`config.mk`:
```
export PLATFORM = sky130hd
export DESIGN_NAME = wb_port_arbiter
export DESIGN_NICKNAME = d
export VERILOG_FILES = /design/src/rtl/wb_port_arbiter.sv
export SDC_FILE = /design/constraint.sdc
export NUM_CORES = 1
export LEC_CHECK = 0
export ABC_AREA = 0
export BUFFER_PORTS_ARGS = -buffer_cell sky130_fd_sc_hd__buf_2
export CAP_MARGIN = 10
export CORE_UTILIZATION = 35
export DETAILED_ROUTE_END_ITERATION = 7
export SYNTH_ARGS = -nofsm -noshare
export SYNTH_HDL_FRONTEND = slang
export SYNTH_SLANG_ARGS = --single-unit
```
`constraint.sdc`:
```
create_clock -name clk_i -period 4.1 [get_ports clk_i]
set_input_delay 0.205 -clock clk_i [delete_from_list [all_inputs] [get_ports clk_i]]
set_output_delay 0.205 -clock clk_i [all_outputs]
set_load 0.02 [all_outputs]
```
`src/rtl/wb_port_arbiter.sv`:
```
// Two-lane GPR write-port arbiter: per-lane in-order FIFOs, round-robin drain, pending-write hazards.
// Define WB_ARB_STATS_EN to build the saturating contention counter on conflict_cnt_o.
module wb_port_arbiter #(
    parameter int unsigned DEPTH  = 2,
    parameter int unsigned DATA_W = 32
) (
    input  logic              clk_i,
    input  logic              rst_i,
    input  logic              flush_i,
    input  logic              in0_valid_i,
    output logic              in0_ready_o,
    input  logic [4:0]        in0_num_i,
    input  logic [DATA_W-1:0] in0_data_i,
    input  logic [DATA_W-1:0] in0_vaddr_i,
    input  logic              in1_valid_i,
    output logic              in1_ready_o,
    input  logic [4:0]        in1_num_i,
    input  logic [DATA_W-1:0] in1_data_i,
    input  logic [DATA_W-1:0] in1_vaddr_i,
    output logic              wb_valid_o,
    output logic [4:0]        wb_num_o,
    output logic [DATA_W-1:0] wb_data_o,
    output logic [DATA_W-1:0] wb_vaddr_o,
    output logic              wb_lane_o,
    input  logic [4:0]        q_rs_i,
    input  logic [4:0]        q_rt_i,
    output logic              hit_rs_o,
    output logic              hit_rt_o,
    output logic [15:0]       conflict_cnt_o
);

    localparam int unsigned PtrW = $clog2(DEPTH);
    localparam int unsigned CntW = PtrW + 1;
    localparam logic [CntW-1:0] FullCnt = CntW'(DEPTH);

    logic [1:0]        in_valid, in_ready, push, pop, head_vld;
    logic [4:0]        in_num   [2];
    logic [DATA_W-1:0] in_data  [2];
    logic [DATA_W-1:0] in_vaddr [2];

    logic [4:0]        num_q   [2][DEPTH];
    logic [DATA_W-1:0] data_q  [2][DEPTH];
    logic [DATA_W-1:0] vaddr_q [2][DEPTH];

    logic [PtrW-1:0] wptr_q [2];
    logic [PtrW-1:0] wptr_d [2];
    logic [PtrW-1:0] rptr_q [2];
    logic [PtrW-1:0] rptr_d [2];
    logic [CntW-1:0] cnt_q  [2];
    logic [CntW-1:0] cnt_d  [2];

    logic last_grant_q;
    logic grant_vld, grant_lane;

    logic              wb_valid_q, wb_lane_q;
    logic [4:0]        wb_num_q;
    logic [DATA_W-1:0] wb_data_q, wb_vaddr_q;

    logic [PtrW-1:0] offs;
    logic            hit_rs, hit_rt;

    assign in_valid    = {in1_valid_i, in0_valid_i};
    assign in_num[0]   = in0_num_i;
    assign in_num[1]   = in1_num_i;
    assign in_data[0]  = in0_data_i;
    assign in_data[1]  = in1_data_i;
    assign in_vaddr[0] = in0_vaddr_i;
    assign in_vaddr[1] = in1_vaddr_i;

    always_comb begin
        for (int l = 0; l < 2; l++) begin
            in_ready[l] = cnt_q[l] < FullCnt;
            head_vld[l] = cnt_q[l] != '0;
            // num==0 entries are consumed without occupying a slot
            push[l]     = in_valid[l] && in_ready[l] && !flush_i && (in_num[l] != 5'd0);
        end
    end

    always_comb begin
        grant_vld = (|head_vld) && !flush_i;
        if (&head_vld) begin
            grant_lane = ~last_grant_q;
        end else begin
            grant_lane = head_vld[1];
        end
        pop = '0;
        if (grant_vld) begin
            pop[grant_lane] = 1'b1;
        end
    end

    always_comb begin
        for (int l = 0; l < 2; l++) begin
            wptr_d[l] = wptr_q[l];
            rptr_d[l] = rptr_q[l];
            cnt_d[l]  = cnt_q[l];
            if (flush_i) begin
                wptr_d[l] = '0;
                rptr_d[l] = '0;
                cnt_d[l]  = '0;
            end else begin
                if (push[l]) wptr_d[l] = wptr_q[l] + PtrW'(1);
                if (pop[l])  rptr_d[l] = rptr_q[l] + PtrW'(1);
                unique case ({push[l], pop[l]})
                    2'b10:   cnt_d[l] = cnt_q[l] + CntW'(1);
                    2'b01:   cnt_d[l] = cnt_q[l] - CntW'(1);
                    default: cnt_d[l] = cnt_q[l];
                endcase
            end
        end
    end

    always_ff @(posedge clk_i) begin
        for (int l = 0; l < 2; l++) begin
            if (push[l]) begin
                num_q[l][wptr_q[l]]   <= in_num[l];
                data_q[l][wptr_q[l]]  <= in_data[l];
                vaddr_q[l][wptr_q[l]] <= in_vaddr[l];
            end
        end
    end

    always_ff @(posedge clk_i) begin
        if (rst_i) begin
            for (int l = 0; l < 2; l++) begin
                wptr_q[l] <= '0;
                rptr_q[l] <= '0;
                cnt_q[l]  <= '0;
            end
            last_grant_q <= 1'b1;
            wb_valid_q   <= 1'b0;
            wb_lane_q    <= 1'b0;
            wb_num_q     <= '0;
            wb_data_q    <= '0;
            wb_vaddr_q   <= '0;
        end else begin
            for (int l = 0; l < 2; l++) begin
                wptr_q[l] <= wptr_d[l];
                rptr_q[l] <= rptr_d[l];
                cnt_q[l]  <= cnt_d[l];
            end
            wb_valid_q <= grant_vld;
            if (grant_vld) begin
                last_grant_q <= grant_lane;
                wb_lane_q    <= grant_lane;
                wb_num_q     <= num_q[grant_lane][rptr_q[grant_lane]];
                wb_data_q    <= data_q[grant_lane][rptr_q[grant_lane]];
                wb_vaddr_q   <= vaddr_q[grant_lane][rptr_q[grant_lane]];
            end
        end
    end

    // An entry slot is live when its distance from the read pointer is below the count.
    always_comb begin
        hit_rs = 1'b0;
        hit_rt = 1'b0;
        offs   = '0;
        for (int l = 0; l < 2; l++) begin
            for (int i = 0; i < int'(DEPTH); i++) begin
                offs = PtrW'(i) - rptr_q[l];
                if ({1'b0, offs} < cnt_q[l]) begin
                    if (num_q[l][i] == q_rs_i) hit_rs = 1'b1;
                    if (num_q[l][i] == q_rt_i) hit_rt = 1'b1;
                end
            end
        end
        if (wb_valid_q && (wb_num_q == q_rs_i)) hit_rs = 1'b1;
        if (wb_valid_q && (wb_num_q == q_rt_i)) hit_rt = 1'b1;
    end

    assign hit_rs_o    = hit_rs && (q_rs_i != 5'd0);
    assign hit_rt_o    = hit_rt && (q_rt_i != 5'd0);
    assign in0_ready_o = in_ready[0];
    assign in1_ready_o = in_ready[1];
    assign wb_valid_o  = wb_valid_q;
    assign wb_lane_o   = wb_lane_q;
    assign wb_num_o    = wb_num_q;
    assign wb_data_o   = wb_data_q;
    assign wb_vaddr_o  = wb_vaddr_q;

`ifdef WB_ARB_STATS_EN
    logic [15:0] conflict_cnt_q;

    always_ff @(posedge clk_i) begin
        if (rst_i) begin
            conflict_cnt_q <= '0;
        end else if ((&head_vld) && !flush_i && (conflict_cnt_q != 16'hFFFF)) begin
            conflict_cnt_q <= conflict_cnt_q + 16'd1;
        end
    end

    assign conflict_cnt_o = conflict_cnt_q;
`else
    assign conflict_cnt_o = '0;
`endif

endmodule

```
==> results.sh, run 1 <==
export IMPL_synthFlopType="edfxtp_1"
export IMPL_worstSetupPathType="reg2out"
export IMPL_min_period_over_period_pct=65.51
export IMPL_die_area_um2=42130
export IMPL_ioPinCount=244
export IMPL_seqPwrFrac_pct=49.9
export IMPL_slowest_stage="dfxtp_4"
export IMPL_yosys_warnings=0
export IMPL_antenna_found_initial=3
export IMPL_die_x_um=205.3
export IMPL_p_leak_nw=6.419
export IMPL_synth_most_common_cell="edfxtp_1"
export IMPL_finish_net_count=1491
export IMPL_start_util_pct=35.41
export IMPL_power_density_nw_per_um2=439.5
export IMPL_post_cts_repair_setup_buffers=0
export IMPL_via_per_inst=4.776
export IMPL_area_delta_synth_final_pct=28.67
export IMPL_synthArstFlopShare_pct=0
export IMPL_tightest_slew_ps=934.1
export IMPL_port_buffers=227
export IMPL_hold_viol_final=0
export IMPL_gr_usage_met3_pct=2.803
export IMPL_crit_buf_inv=1
export IMPL_fin_hold_ws_ps=120.7
export IMPL_p_int_mw=6.383
export IMPL_critPathMaxStageDelay_ps=860
export IMPL_grt_max_degree=99
export IMPL_cp_data_arrival_time_ps=2480
export IMPL_hpwlAfterDp_um=21900
export IMPL_ys_types=41
export IMPL_rsz0062_at_grt="false"
export IMPL_cts_path_max_buffers=3
export IMPL_met1_usage_pct=21.24
export IMPL_start_kind="flop"
export IMPL_ys_seq_area_share_pct=68.40
export IMPL_first_pass_iters=5
export IMPL_synth_edff_count=276
export IMPL_critical_path_top_delay_family="flip-flops"
export IMPL_syn_cell_area_um2=14460
export IMPL_drt_iter0_markers=432
export IMPL_grt_pass1_vias=9519
export IMPL_switching_share_pct=21.93
export IMPL_cts_buffers=38
export IMPL_drive_gt1_share_pct=31.87
export IMPL_yosys_area_top_type_share_pct=57.32
export IMPL_period_minus_slack_ps=2686
export IMPL_slew_headroom_pct=37.72
export IMPL_drv_slew=0
export IMPL_required_ps=3890
export IMPL_worstSetupEndpointType="primary output"
export IMPL_synthCells=986
export IMPL_wl_um=35100
export IMPL_holdBufCountCts=138
export IMPL_synthTopCellsByCount="edfxtp_1 (276), nand2_1 (120), dfxtp_1 (80)"
export IMPL_min_path_type="in2reg"
export IMPL_path_cells="a21oi_1 -> nor4_1 -> a31oi_1 -> a21oi_1 -> buf_2"
export IMPL_clkSinkCount=356
export IMPL_placed_area_um2=15970
export IMPL_peakVddDrop_uv=319.5
export IMPL_vias=9070
export IMPL_pwr_share_clk_pct=41.7
export IMPL_overflow=0
export IMPL_nFillCells=3627
export IMPL_h_tree_depth=2
export IMPL_synth_area_per_cell_um2=14.66
export IMPL_tns_ps=0
export IMPL_worstPathMaxFanout=53
export IMPL_gp_congestion=0.7983
export IMPL_top_usage_layer="met2"
export IMPL_rows=74
export IMPL_reg2reg_setup_slack_ps=1750
export IMPL_crit_top_cell="a21oi_1"
export IMPL_cts_resized=0
export IMPL_design_area_um2=18600
export IMPL_worst_clock_skew_ps=16.01
export IMPL_setup_viol=0
export IMPL_grt_pass1_wl_um=52830
export IMPL_power_frac_comb_pct=8.5
export IMPL_drv_cap=0
export IMPL_synthTopCellsByArea="edfxtp_1 (57%), dfxtp_1 (11%), mux2_2 (5.4%), mux2i_1 (4.8%), nand2_1 (3.1%)"
export IMPL_insertion_delay_ps=530
export IMPL_status="finished, final reports clean"
export IMPL_ant_nets=0
export IMPL_yosysTopAreaCell="edfxtp_1"
export IMPL_p_sw_mw=1.793
export IMPL_clockRootBuffer="clkbuf_16"
export IMPL_die_y_um=205.3
export IMPL_fmax_mhz=372.3
export IMPL_drc_errors=0
export IMPL_routedWlPerCell_um=18.48
export IMPL_cts_tree="done"
export IMPL_ys_ff_latch=356
export IMPL_core_area_um2=40830
export IMPL_use_met2_pct=28.61
export IMPL_grt_usage_pct=16.57
export IMPL_path_clk_slew_ps=60
-- tightest hold or removal path: stages --
cell and delay (ps):
buf_2 160, nor2b_4 140, a211o_1 110
-- layout make-up --
type | count | area, um2 | share of cell area (%)
Clock inverter | 5 | 73.82 | 0.3968
Antenna cell | 2 | 5.005 | 0.02690
Inverter | 6 | 22.52 | 0.1211
Clock buffer | 64 | 1172 | 6.302
Sequential cell | 356 | 9897 | 53.20
Timing Repair Buffer | 378 | 2655 | 14.27
Tap cell | 532 | 665.6 | 3.578
Multi-Input combinational cell | 556 | 4113 | 22.11
-- flip-flops by register name, indices dropped and copies added (netlist names), 2 cells and up --
name	count
data_q	128
vaddr_q	128
wb_data_o	32
wb_vaddr_o	32
num_q	20
wb_num_o	5
cnt_q	4
rptr_q	2
wptr_q	2
-- cells in the final DEF, fill, tap and decap left out, types with 3 or more instances in the layout --
cell type / n
a21oi_2: 20
nor2_4: 6
xor2_1: 28
nand2_1: 120
clkbuf_8: 6
dlygate4sd3_1: 138
or4_1: 4
clkbuf_16: 41
a21oi_1: 57
buf_4: 11
o211ai_1: 49
nand2_2: 20
nor3_1: 4
nor2_1: 13
o211ai_2: 22
clkbuf_1: 17
nand4_1: 4
conb_1: 16
buf_12: 3
inv_1: 6
mux2i_1: 69
xnor2_1: 30
nor4_1: 6
edfxtp_1: 276
buf_2: 226
dfxtp_1: 78
mux2_2: 69
-- routing by layer --
metal | routed length [um] | up-vias
met5 | 13 | -
met4 | 675 | 2
met3 | 1621 | 44
met2 | 17540 | 237
met1 | 15240 | 4467
li1 | - | 4320
-- worst paths after layout --
path                               startpoint             to  depth (start not counted)
worst min-delay path                  flush_i   last_grant_q                          3
worst max register to register    cnt_q[0][3]    cnt_q[0][1]                          6
worst max-delay path                rptr_q[0]       hit_rt_o                          5
worst min register to register  wb_data_o[26]  wb_data_o[26]                          2
-- power by group through the flow --
stage | Clock (mW) | Combinational (mW) | Sequential [mW]
finish | 3.41 | 0.692 | 4.08
global route | 3.63 | 0.754 | 4.09
CTS | 3.50 | 0.705 | 4.08
detailed placement | 0 | 0.595 | 4.16
global placement | 0 | 0.582 | 4.15
floorplan | 0 | 0.355 | 4.18
-- cell families (layout without fill, tap and decap cells) --
group / Yosys count / in the layout / synth area share, %
flip-flops: 356 / 356 / 68.40
AND/OR/NAND/NOR: 184 / 184 / 5.781
AO/OA/AOI/OAI: 158 / 158 / 8.100
multiplexers: 138 / 138 / 10.15
buffers and inverters: 89 / 453 / 3.859
XOR/XNOR: 58 / 58 / 3.513
adder cells (fa/ha/maj): 2 / 2 / 0.1730
other: 1 / 18 / 0.02594
-- per-stage QoR --
step	power (mW)	utilization (%)	worst slack, ps	instances
final	8.177	45.56	1414	1899
after global routing	8.476	45.56	1216	1899
after CTS	8.287	45.55	1320	1897
after detailed placement	4.751	39.12	1734	1690
after global placement	4.733	39.12	1757	1690
after floorplan	4.533	-	60.13	1001
(Power assumes the default switching activity.)
==> run 2, diff against run 1 <==
==> constraint.sdc (replaced) <==
create_clock -name clk_i -period 2.64 [get_ports clk_i]
set_input_delay 0.132 -clock clk_i [delete_from_list [all_inputs] [get_ports clk_i]]
set_output_delay 0.132 -clock clk_i [all_outputs]
set_load 0.02 [all_outputs]
==> run 2 against run 1 <==
Routed wire length grew 1.3%. Clock power is 66% higher. Worst hold slack worse by 81 ps. Global-route usage is 0.46 points higher. Die area stayed put. Clock skew up 6.9 ps. Register-to-register slack got worse by 1000 ps. Sequential share of layout area shrank 0.55 points. Non-clock buffer count grew 6.
==> results.sh, run 2 (synthesis results as in run 1) <==
export IMPL_status="finished, final reports clean"
export IMPL_vias=9082
export IMPL_r2r_worst_path_cells=6
export IMPL_nFillCells=3647
export IMPL_die_y_um=205.3
export IMPL_cts_path_max_buffers=3
export IMPL_die_x_um=205.3
export IMPL_required_ps=2510
export IMPL_core_area_um2=40830
export IMPL_worstHoldStart="rst_i"
export IMPL_critPathMaxStageDelay_ps=620
export IMPL_path_cells="inv_1 -> a21oi_1 -> nor4_1 -> a211oi_1 -> a21oi_1 -> buf_2"
export IMPL_grt_pass1_wl_um=53850
export IMPL_grt_usage_pct=17.03
export IMPL_clockRootBuffer="clkbuf_16"
export IMPL_multi_input_area_um2=4113
export IMPL_peakVddDrop_uv=559.2
export IMPL_critical_path_top_delay_family="compound AO/OA/AOI/OAI gates"
export IMPL_cts_buffers=40
export IMPL_overflow=0
export IMPL_routedWlPerCell_um=18.62
export IMPL_rows=74
export IMPL_worstPathMaxFanout=22
export IMPL_layout_commonest_cell="edfxtp_1"
export IMPL_post_cts_repair_setup_buffers=0
export IMPL_slew_headroom_pct=50.64
export IMPL_holdPathStages=2
export IMPL_port_buffers=227
export IMPL_setup_viol=0
export IMPL_holdPathEnd="wb_data_o[2]"
export IMPL_register_area_um2=9897
export IMPL_drv_cap=0
export IMPL_grt_max_degree=76
export IMPL_worst_clock_skew_ps=22.95
export IMPL_design_area_um2=18800
export IMPL_hold_viol_final=0
export IMPL_die_area_um2=42130
export IMPL_drc_errors=0
export IMPL_grt_pass1_vias=9421
export IMPL_crit_buf_inv=2
export IMPL_start_kind="flop"
export IMPL_r2r_end="cnt_q[0][1]"
export IMPL_hpwlAfterDp_um=20800
export IMPL_drv_slew=0
export IMPL_fin_hold_ws_ps=40.00
export IMPL_via_per_inst=4.755
export IMPL_r2r_start="cnt_q[0][3]"
export IMPL_crit_top_cell="a21oi_1"
export IMPL_cp_data_arrival_time_ps=2170
export IMPL_dp_slack_ps=535.9
export IMPL_min_path_type="in2reg"
export IMPL_ioPinCount=244
export IMPL_h_tree_depth=2
export IMPL_cts_tree="done"
export IMPL_area_delta_synth_final_pct=30.00
export IMPL_insertion_delay_ps=550
export IMPL_slowest_stage="dfxtp_4"
export IMPL_placed_area_um2=16060
export IMPL_fin_total_pwr_mw=13.09
export IMPL_finish_net_count=1499
export IMPL_min_period_over_period_pct=87.28
export IMPL_path_clk_slew_ps=60
export IMPL_setup_ws_ps=335.9
export IMPL_power_density_nw_per_um2=696.2
export IMPL_tightest_slew_ps=740.4
export IMPL_drive_gt1_share_pct=32.58
export IMPL_fmax_mhz=434.0
export IMPL_drt_iter0_markers=357
export IMPL_wl_um=35570
export IMPL_reg2reg_setup_slack_ps=710
export IMPL_gp_congestion=0.8722
export IMPL_antenna_found_initial=4
export IMPL_crit_start="rptr_q[1]"
export IMPL_start_util_pct=35.41
export IMPL_clkSinkCount=356
export IMPL_worstSetupPathType="reg2out"
export IMPL_ant_nets=0
export IMPL_first_pass_iters=5
export IMPL_worstSetupEndpointType="primary output"
export IMPL_most_common_layout_cells="edfxtp_1 (276), buf_2 (226), dlygate4sd3_1 (139), nand2_1 (120), dfxtp_1 (78)"
export IMPL_p_leak_nw=6.492
export IMPL_rsz0062_at_grt="false"
export IMPL_cts_resized=0
export IMPL_period_minus_slack_ps=2304
[run 2: where the power goes]
part           internal [mW]  switching, mW  total (mW)  leakage [nW]
combinational          0.479          0.630        1.11          2.68
clock                   3.42           2.24        5.66         0.634
sequential              6.23         0.0798        6.31          3.18
[run 2: per-layer routing]
| metal | wire length, um | GRT usage (%) | vias up |
|---|---|---|---|
| li1 | - | - | 4335 |
| met1 | 15520 | 21.81 | 4440 |
| met2 | 17480 | 28.68 | 250 |
| met3 | 1713 | 3.073 | 53 |
| met4 | 842 | 6.323 | 4 |
| met5 | 22 | 0 | - |
[run 2: layout make-up]
| cell class | count | share of cell area, % |
|---|---|---|
| tap | 532 | 3.541 |
| clock buffer | 55 | 5.844 |
| clock inverter | 18 | 1.278 |
| multi-input combinational | 556 | 21.88 |
| timing repair buffer | 384 | 14.64 |
| sequential | 356 | 52.65 |
| inverter | 6 | 0.1198 |
| antenna | 3 | 0.03994 |
[run 2: per-stage QoR]
step	util (%)	setup TNS (ps)	cells
after floorplan	-	-70100	1001
after global placement	39.33	0	1695
after detailed placement	39.33	0	1695
after CTS	46.02	0	1907
after global routing	46.03	0	1909
final	46.03	0	1910
[run 2: repair_timing]
| item | CTS | global route |
|---|---|---|
| hold buffers | 139 | 0 |
| setup endpoints to repair | 0 | 0 |
| hold endpoints to repair | 277 | 0 |
[run 2: worst max path at each step]
stage / endpoint / cells after the start
after CTS: hit_rs_o / 6
after global routing: hit_rs_o / 6
after global placement: cnt_q[0][3] / 6
after floorplan: data_q[1][0] / 3
after detailed placement: cnt_q[0][1] / 6
final: hit_rs_o / 6
[run 2: worst register-to-register path, delay by kind of cell, from the launching register on]
kind,cells,cell delay (ps)
compound gates,1,130
fa+ha+maj,1,310
flops,1,400
simple gates,4,1040
==> run 3, diff against run 2 <==
--- a/config.mk
+++ b/config.mk
@@ -8,6 +8,7 @@
 export ABC_AREA = 0
 export BUFFER_PORTS_ARGS = -buffer_cell sky130_fd_sc_hd__buf_2
 export CAP_MARGIN = 10
+export CORE_ASPECT_RATIO = 1.5
 export CORE_UTILIZATION = 35
 export DETAILED_ROUTE_END_ITERATION = 7
 export SYNTH_ARGS = -nofsm -noshare
==> run 3 against run 2 <==
Die area hardly changed. Clock skew is 4.8 ps lower. Final cell count is 1.7% lower. Utilization is 0.16 points higher. Non-clock buffer count is 1 higher. Largest power group unchanged.
==> results.sh, run 3 (synthesis results as in run 1) <==
export IMPL_via_per_inst=4.873
export IMPL_tightest_slew_ps=744.7
export IMPL_grt_pass1_vias=9844
export IMPL_fin_hold_ws_ps=74.43
export IMPL_crit_end="hit_rt_o"
export IMPL_hpwlAfterDp_um=22020
export IMPL_period_minus_slack_ps=2227
export IMPL_layout_commonest_cell="edfxtp_1"
export IMPL_fmax_mhz=449.0
export IMPL_drive_gt1_share_pct=32.75
export IMPL_drc_errors=0
export IMPL_status="finished, final reports clean"
export IMPL_gp_congestion=0.8437
export IMPL_rsz0062_at_grt="false"
export IMPL_worst_clock_skew_ps=18.15
export IMPL_r2r_worst_path_cells=6
export IMPL_grt_pass1_wl_um=55110
export IMPL_crit_start="rptr_q[0]"
export IMPL_cp_data_arrival_time_ps=2100
export IMPL_min_path_type="in2reg"
export IMPL_core_area_um2=40430
export IMPL_overflow=0
export IMPL_antennaDiodeCount=0
export IMPL_r2r_start="cnt_q[0][0]"
export IMPL_required_ps=2510
export IMPL_grt_max_degree=72
export IMPL_min_period_over_period_pct=84.36
export IMPL_worstSetupEndpointType="primary output"
export IMPL_worstSetupPathType="reg2out"
export IMPL_drt_iter0_markers=378
export IMPL_clkSinkCount=356
export IMPL_utilization_pct=46.20
export IMPL_port_buffers=227
export IMPL_drv_slew=0
export IMPL_die_x_um=168.0
export IMPL_p_leak_nw=6.471
export IMPL_cts_tree="done"
export IMPL_r2r_end="wb_vaddr_o[10]"
export IMPL_start_util_pct=35.77
export IMPL_cts_buffers=37
export IMPL_first_pass_iters=5
export IMPL_slew_headroom_pct=50.35
export IMPL_dpl_cell_count=1671
export IMPL_stdcell_count=1877
export IMPL_clockRootBuffer="clkbuf_16"
export IMPL_die_area_um2=42140
export IMPL_placed_area_um2=16040
export IMPL_routedWlPerCell_um=19.11
export IMPL_cts_path_max_buffers=3
export IMPL_insertion_delay_ps=530
export IMPL_post_cts_repair_setup_buffers=0
export IMPL_ioPinCount=244
export IMPL_hold_viol_final=0
export IMPL_rows=90
export IMPL_power_density_nw_per_um2=681.5
export IMPL_grt_usage_pct=17.12
export IMPL_area_delta_synth_final_pct=29.17
export IMPL_ant_nets=0
export IMPL_start_kind="flop"
export IMPL_path_clk_slew_ps=60
export IMPL_fin_total_pwr_mw=12.73
export IMPL_die_y_um=250.9
export IMPL_holdBufCountCts=138
export IMPL_drv_cap=0
export IMPL_setup_viol=0
export IMPL_reg2reg_setup_slack_ps=660
export IMPL_wl_um=35860
export IMPL_finish_net_count=1497
export IMPL_design_area_um2=18680
export IMPL_cts_resized=0
export IMPL_vias=9147
export IMPL_peakVddDrop_uv=550.4
export IMPL_h_tree_depth=2
export IMPL_most_common_layout_cells="edfxtp_1 (276), buf_2 (226), dlygate4sd3_1 (138), nand2_1 (120), dfxtp_1 (78)"
export IMPL_worstPathMaxFanout=22
export IMPL_antenna_found_initial=1
run 3: cell count changes in the layout (fill, tap and decap cells not counted), moves of 2 or more:
cell,previous run,this run
clkinv_1,2,4
clkbuf_1,12,6
buf_4,12,14
clkbuf_8,2,5
clkinvlp_4,5,3
diode_2,3,0
bufinv_16,5,3
clkinv_4,1,3
clkbuf_16,41,39
run 3: how the worst min path moves through the flow:
stage | start | endpoint | slack [ps] | depth (start not counted)
3_3_place_gp | in1_vaddr_i[16] | vaddr_q[1][16] | 320 | 1
5_1_grt | flush_i | last_grant_q | 60 | 3
3_5_place_dp | in1_vaddr_i[28] | vaddr_q[1][28] | 320 | 1
4_1_cts | flush_i | last_grant_q | 40 | 3
2_1_floorplan | in0_data_i[0] | data_q[0][0] | 230 | 0
6_report | flush_i | last_grant_q | 70 | 3
run 3: through the flow:
step	setup WS (ps)	setup TNS (ps)
6_report	412.8	0
5_1_grt	251.5	0
4_1_cts	385.0	0
3_5_place_dp	571.3	0
3_3_place_gp	576.3	0
2_1_floorplan	-254.7	-70100
run 3: area by class of cell:
class	instances	area (um2)
Fill cell	3545	21750
Timing Repair Buffer	385	2758
Inverter	6	22.52
Clock buffer	50	1067
Tap cell	506	633.1
Multi-Input combinational cell	556	4113
Clock inverter	18	186.4
Sequential cell	356	9897
run 3: routing by layer:
| layer | GRT usage [%] | up-vias | share of wire [%] |
|---|---|---|---|
| li1 | - | 4318 | - |
| met1 | 18.98 | 4533 | 39 |
| met2 | 32.46 | 234 | 54 |
| met3 | 2.755 | 60 | 4.0 |
| met4 | 6.370 | 2 | 2.7 |
| met5 | 0 | - | 0.022 |
run 3: power by group:
part / internal (mW) / switching (mW)
Combinational: 0.479 / 0.626
Clock: 3.15 / 2.15
Sequential: 6.23 / 0.0837
Total: 9.87 / 2.86
run 3: critical path, cell delays in order, from the launching register on:
cell      delay [ps]
dfxtp_4          620
inv_1             80
a21oi_1          220
nor4_1           120
a311oi_1         280
a21oi_1          100
buf_2            170
